### src/rtl/bus_initiator.sv
// bus_initiator: single-outstanding command initiator for a register-bus
// core chain, with response timeout plus transaction and error counters.
module bus_initiator #(
    parameter int TIMEOUT = 255
) (
    input  logic        clk,
    input  logic        rst,
    input  logic [15:0] cmd_addr_i,
    input  logic [15:0] cmd_data_i,
    input  logic        cmd_rw_i,
    input  logic        cmd_valid_i,
    output logic        cmd_ready_o,
    output logic [15:0] addr_o,
    output logic [15:0] data_o,
    output logic        rw_o,
    output logic        valid_o,
    input  logic [15:0] addr_i,
    input  logic [15:0] data_i,
    input  logic        rw_i,
    input  logic        valid_i,
    output logic [15:0] rsp_addr_o,
    output logic [15:0] rsp_data_o,
    output logic        rsp_rw_o,
    output logic        rsp_timeout_o,
    output logic        rsp_valid_o,
    input  logic        rsp_ready_i,
    output logic [15:0] txn_count_o,
    output logic [7:0]  err_count_o
);
    typedef enum logic [1:0] {S_IDLE, S_ISSUE, S_WAIT, S_RESP} state_t;

    localparam logic [15:0] LP_LAST = 16'(TIMEOUT - 1);

    state_t      r_state, w_state_n;
    logic [15:0] r_addr, w_addr_n;
    logic [15:0] r_data, w_data_n;
    logic        r_rw, w_rw_n;
    logic [15:0] r_cnt, w_cnt_n;
    logic        r_cmd_ready, w_cmd_ready_n;
    logic [15:0] r_addr_o, w_addr_o_n;
    logic [15:0] r_data_o, w_data_o_n;
    logic        r_rw_o, w_rw_o_n;
    logic        r_valid_o, w_valid_o_n;
    logic [15:0] r_rsp_addr, w_rsp_addr_n;
    logic [15:0] r_rsp_data, w_rsp_data_n;
    logic        r_rsp_rw, w_rsp_rw_n;
    logic        r_rsp_to, w_rsp_to_n;
    logic        r_rsp_valid, w_rsp_valid_n;
    logic [15:0] r_txn, w_txn_n;
    logic [7:0]  r_err, w_err_n;
    logic        w_ok;
    logic        w_to;

    // A match only counts while the transaction is on the chain; it beats expiry.
    assign w_ok = valid_i && (addr_i == r_addr) && (rw_i == r_rw)
               && ((r_state == S_ISSUE) || (r_state == S_WAIT));
    assign w_to = !w_ok && (r_state == S_WAIT) && (r_cnt == LP_LAST);

    always_comb begin
        w_state_n     = r_state;
        w_addr_n      = r_addr;
        w_data_n      = r_data;
        w_rw_n        = r_rw;
        w_cnt_n       = r_cnt;
        w_cmd_ready_n = r_cmd_ready;
        w_addr_o_n    = r_addr_o;
        w_data_o_n    = r_data_o;
        w_rw_o_n      = r_rw_o;
        w_valid_o_n   = r_valid_o;
        w_rsp_addr_n  = r_rsp_addr;
        w_rsp_data_n  = r_rsp_data;
        w_rsp_rw_n    = r_rsp_rw;
        w_rsp_to_n    = r_rsp_to;
        w_rsp_valid_n = r_rsp_valid;
        w_txn_n       = r_txn;
        w_err_n       = r_err;
        unique case (r_state)
            S_IDLE: begin
                if (cmd_valid_i) begin
                    w_state_n     = S_ISSUE;
                    w_addr_n      = cmd_addr_i;
                    w_data_n      = cmd_data_i;
                    w_rw_n        = cmd_rw_i;
                    w_cnt_n       = 16'd0;
                    w_cmd_ready_n = 1'b0;
                    w_addr_o_n    = cmd_addr_i;
                    w_data_o_n    = cmd_data_i;
                    w_rw_o_n      = cmd_rw_i;
                    w_valid_o_n   = 1'b1;
                end
            end
            S_ISSUE: begin
                w_addr_o_n  = 16'd0;
                w_data_o_n  = 16'd0;
                w_rw_o_n    = 1'b0;
                w_valid_o_n = 1'b0;
                w_cnt_n     = 16'd0;
                w_state_n   = w_ok ? S_RESP : S_WAIT;
            end
            S_WAIT: begin
                if (w_ok || w_to) begin
                    w_state_n = S_RESP;
                end else begin
                    w_cnt_n = r_cnt + 16'd1;
                end
            end
            S_RESP: begin
                if (rsp_ready_i) begin
                    w_state_n     = S_IDLE;
                    w_cmd_ready_n = 1'b1;
                    w_rsp_valid_n = 1'b0;
                    w_rsp_addr_n  = 16'd0;
                    w_rsp_data_n  = 16'd0;
                    w_rsp_rw_n    = 1'b0;
                    w_rsp_to_n    = 1'b0;
                    w_txn_n       = r_txn + 16'd1;
                end
            end
            default: w_state_n = S_IDLE;
        endcase
        if (w_ok || w_to) begin
            w_rsp_valid_n = 1'b1;
            w_rsp_addr_n  = r_addr;
            w_rsp_rw_n    = r_rw;
            w_rsp_to_n    = w_to;
            w_rsp_data_n  = w_to ? 16'd0 : (r_rw ? r_data : data_i);
        end
        if (w_to && (r_err != 8'hFF)) begin
            w_err_n = r_err + 8'd1;
        end
    end

    always_ff @(posedge clk) begin
        if (rst) begin
            r_state     <= S_IDLE;
            r_addr      <= 16'd0;
            r_data      <= 16'd0;
            r_rw        <= 1'b0;
            r_cnt       <= 16'd0;
            r_cmd_ready <= 1'b1;
            r_addr_o    <= 16'd0;
            r_data_o    <= 16'd0;
            r_rw_o      <= 1'b0;
            r_valid_o   <= 1'b0;
            r_rsp_addr  <= 16'd0;
            r_rsp_data  <= 16'd0;
            r_rsp_rw    <= 1'b0;
            r_rsp_to    <= 1'b0;
            r_rsp_valid <= 1'b0;
            r_txn       <= 16'd0;
            r_err       <= 8'd0;
        end else begin
            r_state     <= w_state_n;
            r_addr      <= w_addr_n;
            r_data      <= w_data_n;
            r_rw        <= w_rw_n;
            r_cnt       <= w_cnt_n;
            r_cmd_ready <= w_cmd_ready_n;
            r_addr_o    <= w_addr_o_n;
            r_data_o    <= w_data_o_n;
            r_rw_o      <= w_rw_o_n;
            r_valid_o   <= w_valid_o_n;
            r_rsp_addr  <= w_rsp_addr_n;
            r_rsp_data  <= w_rsp_data_n;
            r_rsp_rw    <= w_rsp_rw_n;
            r_rsp_to    <= w_rsp_to_n;
            r_rsp_valid <= w_rsp_valid_n;
            r_txn       <= w_txn_n;
            r_err       <= w_err_n;
        end
    end

    assign cmd_ready_o   = r_cmd_ready;
    assign addr_o        = r_addr_o;
    assign data_o        = r_data_o;
    assign rw_o          = r_rw_o;
    assign valid_o       = r_valid_o;
    assign rsp_addr_o    = r_rsp_addr;
    assign rsp_data_o    = r_rsp_data;
    assign rsp_rw_o      = r_rsp_rw;
    assign rsp_timeout_o = r_rsp_to;
    assign rsp_valid_o   = r_rsp_valid;
    assign txn_count_o   = r_txn;
    assign err_count_o   = r_err;
endmodule
### config.mk
export PLATFORM = sky130hd
export DESIGN_NAME = bus_initiator
export DESIGN_NICKNAME = d
export VERILOG_FILES = /design/src/rtl/bus_initiator.sv
export SDC_FILE = /design/constraint.sdc
export NUM_CORES = 1
export LEC_CHECK = 0
export CORE_MARGIN = 3
export CORE_UTILIZATION = 49
export DETAILED_ROUTE_END_ITERATION = 8
export MAX_ROUTING_LAYER = met4
export PLACE_DENSITY = 0.78
export SLEW_MARGIN = 20
export SYNTH_ARGS = -nofsm -noshare
export SYNTH_HDL_FRONTEND = slang
export SYNTH_SLANG_ARGS = --single-unit
### constraint.sdc
create_clock -name clk -period 2.6 [get_ports clk]
set_input_delay 0.39 -clock clk [delete_from_list [all_inputs] [get_ports clk]]
set_output_delay 0.39 -clock clk [all_outputs]
set_load 0.03 [all_outputs]
==> impl_summary.md <==
Route
The count of nets left with antenna violations after detail routing is 0. The routed layout has 6149 vias. The detail-routed via count per cell is about 5.6.

The first-pass iteration count of the detailed router is 5. For this run, design rule violations remaining after detail routing come to 0. The routed design has around 19 mm of wire. For this block, the initial DRC count from the detailed router was 494. The routed wire length per instance is about 17 µm.

Worst setup path
The type of element capturing the critical path is a flip-flop. Tracing the worst setup path back leads to its startpoint at r_cnt[6]$_SDFFE_PP0P_. The worst-path cell with the longest stage delay is sky130_fd_sc_hd__or4_4. By startpoint and endpoint, the worst setup path is classified as flip-flop to flip-flop. The number of buffers and inverters on the critical path is 0.

The worst register-to-register path ends at err_count_o[0]$_SDFFE_PP0P_. The data required time of the critical path is between 2000 and 3000 ps. For the worst flop-to-flop path, the logic depth is 5. The largest fanout of any net on the critical path is 7.

The origin of the critical flop-to-flop path is r_cnt[6]$_SDFFE_PP0P_. The critical path goes through nand3b_1 -> or4_4 -> or3_1 -> nor3b_2 -> mux2_2. For flop-to-flop paths, the worst setup slack is about 280 ps. Broken down by cell family, the worst path's largest delay share belongs to simple AND/OR/NAND/NOR gates. The worst setup path is launched from a flip-flop. Data arrives at the worst endpoint at around 2600 ps.

The largest single stage delay on the critical path is around 450 ps.

Layout
The multi-input combinational cells in the finished layout cover a total of 3270 µm². The top cell types in the final layout, fill and taps aside, are sky130_fd_sc_hd__clkdlybuf4s50_1, sky130_fd_sc_hd__dfxtp_1, sky130_fd_sc_hd__nand2_1. The layout overhead on the synthesized area is 36.7%. The final antenna diode count is 0.

Leaving out fill and tap cells, the most frequent cell in the layout is sky130_fd_sc_hd__clkdlybuf4s50_1. The count of filler cells inserted in the layout is between 900 and 1000. Cells with a size suffix above 1 make up between 10% and 20% of the layout. Summing all flip-flop and latch instances after layout gives between 2000 and 3000 µm². In the final design database the tool counted 991 nets.

Die
After floorplanning, the core was sized to cover 12800 µm². The number of top-level design ports is roughly 170. The die extent in x is approximately 120 µm. The die area is ~15000 µm².

The starting density of the core is just over 50%. In this run the vertical extent of the chip is about 120 µm. The number of standard-cell rows in the floorplan is 41.

Clock tree
The deepest level of the CTS H-tree is 4. In this run, post-CTS repair resized a total of 0 instances. TritonCTS created 17 clock buffers. Counting along the longest clock path gives a buffer depth of 2.

The clock insertion delay at the later pin of the skew report is 420 ps. The number of setup buffers added after CTS is 0. The clock root buffer is sky130_fd_sc_hd__clkbuf_16. The number of hold buffers added after CTS was 0. Clock-pin slew was measured on the worst setup and hold paths at around 60 ps. CTS saw between 100 and 150 sinks. TritonCTS built the clock tree.

Synth
The share of synthesized registers carrying an async set or reset is 0%. In this run the cell area of the synthesized design comes to ~6500 µm². Synthesis handed over a netlist of approximately 760 instances. After synthesis, the largest area contributor takes up 44.9% of total cell area. Yosys mapped a number of flops with a built-in enable equal to 0. The post-synthesis area per instance is 8.55 µm². After synthesis, the netlist uses 56 different library cells. The number of nets produced by synthesis is around 840.

The post-synthesis xor/xnor area fraction is ~3.9%. Yosys attributes the largest share of cell area to sky130_fd_sc_hd__dfxtp_1, sky130_fd_sc_hd__nand2_1, sky130_fd_sc_hd__a21oi_1. The largest family of logic cells by synthesized area is simple AND/OR/NAND/NOR gates. The compound-gate portion of the synthesized area is 16.8%.

The adder and majority gate portion of the synthesized area is ~1.5%. The multiplexer share of the synthesized area is 3.27%. The synthesis warning total is 0. The most used flip-flop cell after synthesis is sky130_fd_sc_hd__dfxtp_1.

Synthesis inferred ~150 register bits. Of the total synthesized cell area, the portion taken by AND, OR, NAND and NOR gates is around a quarter. The cell accounting for the most synthesized area is sky130_fd_sc_hd__dfxtp_1. The share of the Yosys chip area taken by registers is approximately 45%.

GRT
The first global-routing pass estimated slightly above 30 mm of wire. The largest net degree at the start of global routing is between 50 and 60. The total congestion overflow after global routing is 0. The number of global-route vias before repair came to approximately 6100.

The initial antenna violation count was 0. Global routing used about a quarter of the available tracks.

STA
The final clock period utilization by the worst path is just under 90%. The number of endpoints failing setup at the final stage is 0. The measured slew at the worst slew-check pin is 672 ps. The final clock skew is around 6 ps. The count of final hold-check violations was 0. The achievable clock frequency is approximately 0.43 GHz. For the final routed database, the setup TNS stands at 0 ps. Setup repair after global routing left no endpoint under its margin. In this run the tightest slew margin relative to its limit is 55.0%.

The max-slew violation count came to 0. Counting I/O delays and the setup requirement, the final critical path takes ~2300 ps.

Power
Summed over all cells, the static leakage comes to about 0.003 µW. In this run the power density over the cells is ~790 nW/µm². Total power for the finished layout comes to approximately 7000 µW. The worst-case vdd ir drop is between 0.6 and 0.7 mV.

Placement
In this run the tool buffered the top-level ports with 164 buffer cells. Summed over all nets, the half-perimeter wirelength after detailed placement is ~13 mm. At the end of routability-driven placement, the weighted congestion stood at 0.909.

Worst hold path
The path class of the tightest hold or removal check is primary input to flip-flop. Counting instances, the worst hold path has a depth of 2. The worst hold path begins at rst. For hold timing, the worst endpoint is rsp_rw_o$_SDFFE_PP0P_.

Run status
The run finished with clean final reports.

Run
The total of max-cap violations is 0.
[how the worst max path moves through the flow]
stage                                             end  slack, ps  cells after the start
after floorplan           err_count_o[0]$_SDFFE_PP0P_        570                      6
after global placement         r_cnt[15]$_SDFFE_PP0P_        130                      7
after detailed placement       r_cnt[15]$_SDFFE_PP0P_         20                      7
after CTS                 err_count_o[0]$_SDFFE_PP0P_        300                      5
after global routing           r_cnt[15]$_SDFFE_PP0P_        160                      8
final                     err_count_o[0]$_SDFFE_PP0P_        280                      5
[report_power, final]
part           internal, µW  switching (µW)  total (µW)
combinational           738            1170        1910
sequential             2460             176        2630
clock                  1530             941        2480
total                  4730            2290        7020
[cell usage after synthesis (all sizes together), types with 10 or more instances]
cell    count
dfxtp     145
nand2     143
a21oi      84
nor2       64
nand3      49
a22oi      33
clkbuf     33
xor2       24
buf        17
mux2       17
or4        15
inv        11
o21ai      11
a31oi      10
nand4      10
or3        10
[cell families (layout without fill, tap and decap cells)]
logic type / after synthesis / after routing
and+or+nand+nor: 327 / 327
adders and majority gates: 8 / 8
buffers and inverters: 61 / 230
AOI/OAI and AO/OA: 167 / 167
DFF: 145 / 145
muxes: 19 / 19
xor gates and xnor gates: 29 / 29
[flip-flops by register name, summed over array words and instances (netlist names)]
signal,flops
addr_o,16
cmd_ready_o,1
data_o,16
err_count_o,8
r_addr,16
r_cnt,16
r_data,16
r_rw,1
r_state,2
rsp_addr_o,16
rsp_data_o,16
rsp_rw_o,1
rsp_timeout_o,1
rsp_valid_o,1
rw_o,1
txn_count_o,16
valid_o,1
[stage by stage]
stage | utilization (%) | setup WS [ps] | cell area, µm² | cells | hold WS [ps]
detailed placement | 64.5 | 17.7 | 8240 | 1065 | 447
CTS | 69.2 | 304 | 8840 | 1097 | 348
global route | 69.2 | 160 | 8840 | 1097 | 367
global placement | 64.5 | 125 | 8240 | 1065 | 442
finish | 69.2 | 279 | 8840 | 1097 | 366
floorplan | - | 566 | 6470 | 756 | 433
[layer usage]
metal / part of all wire (%) / up-vias / track usage, %
li1: - / 2972 / -
met1: 42 / 2917 / 32.6
met2: 49 / 234 / 41.9
met3: 6.7 / 26 / 7.51
met4: 2.1 / 0 / 8.57
met5: 0 / - / -
[final cells by class]
| class | instances | share of cell area [%] |
|---|---|---|
| clock buffers | 19 | 5.01 |
| flip-flops and latches | 145 | 32.8 |
| clock inverters | 13 | 1.80 |
| multi-input cells | 550 | 37.0 |
| inverters | 11 | 0.467 |
| repair buffers | 187 | 20.5 |
| well taps | 172 | 2.43 |
No activity file was read; power rests on OpenSTA's default activity.
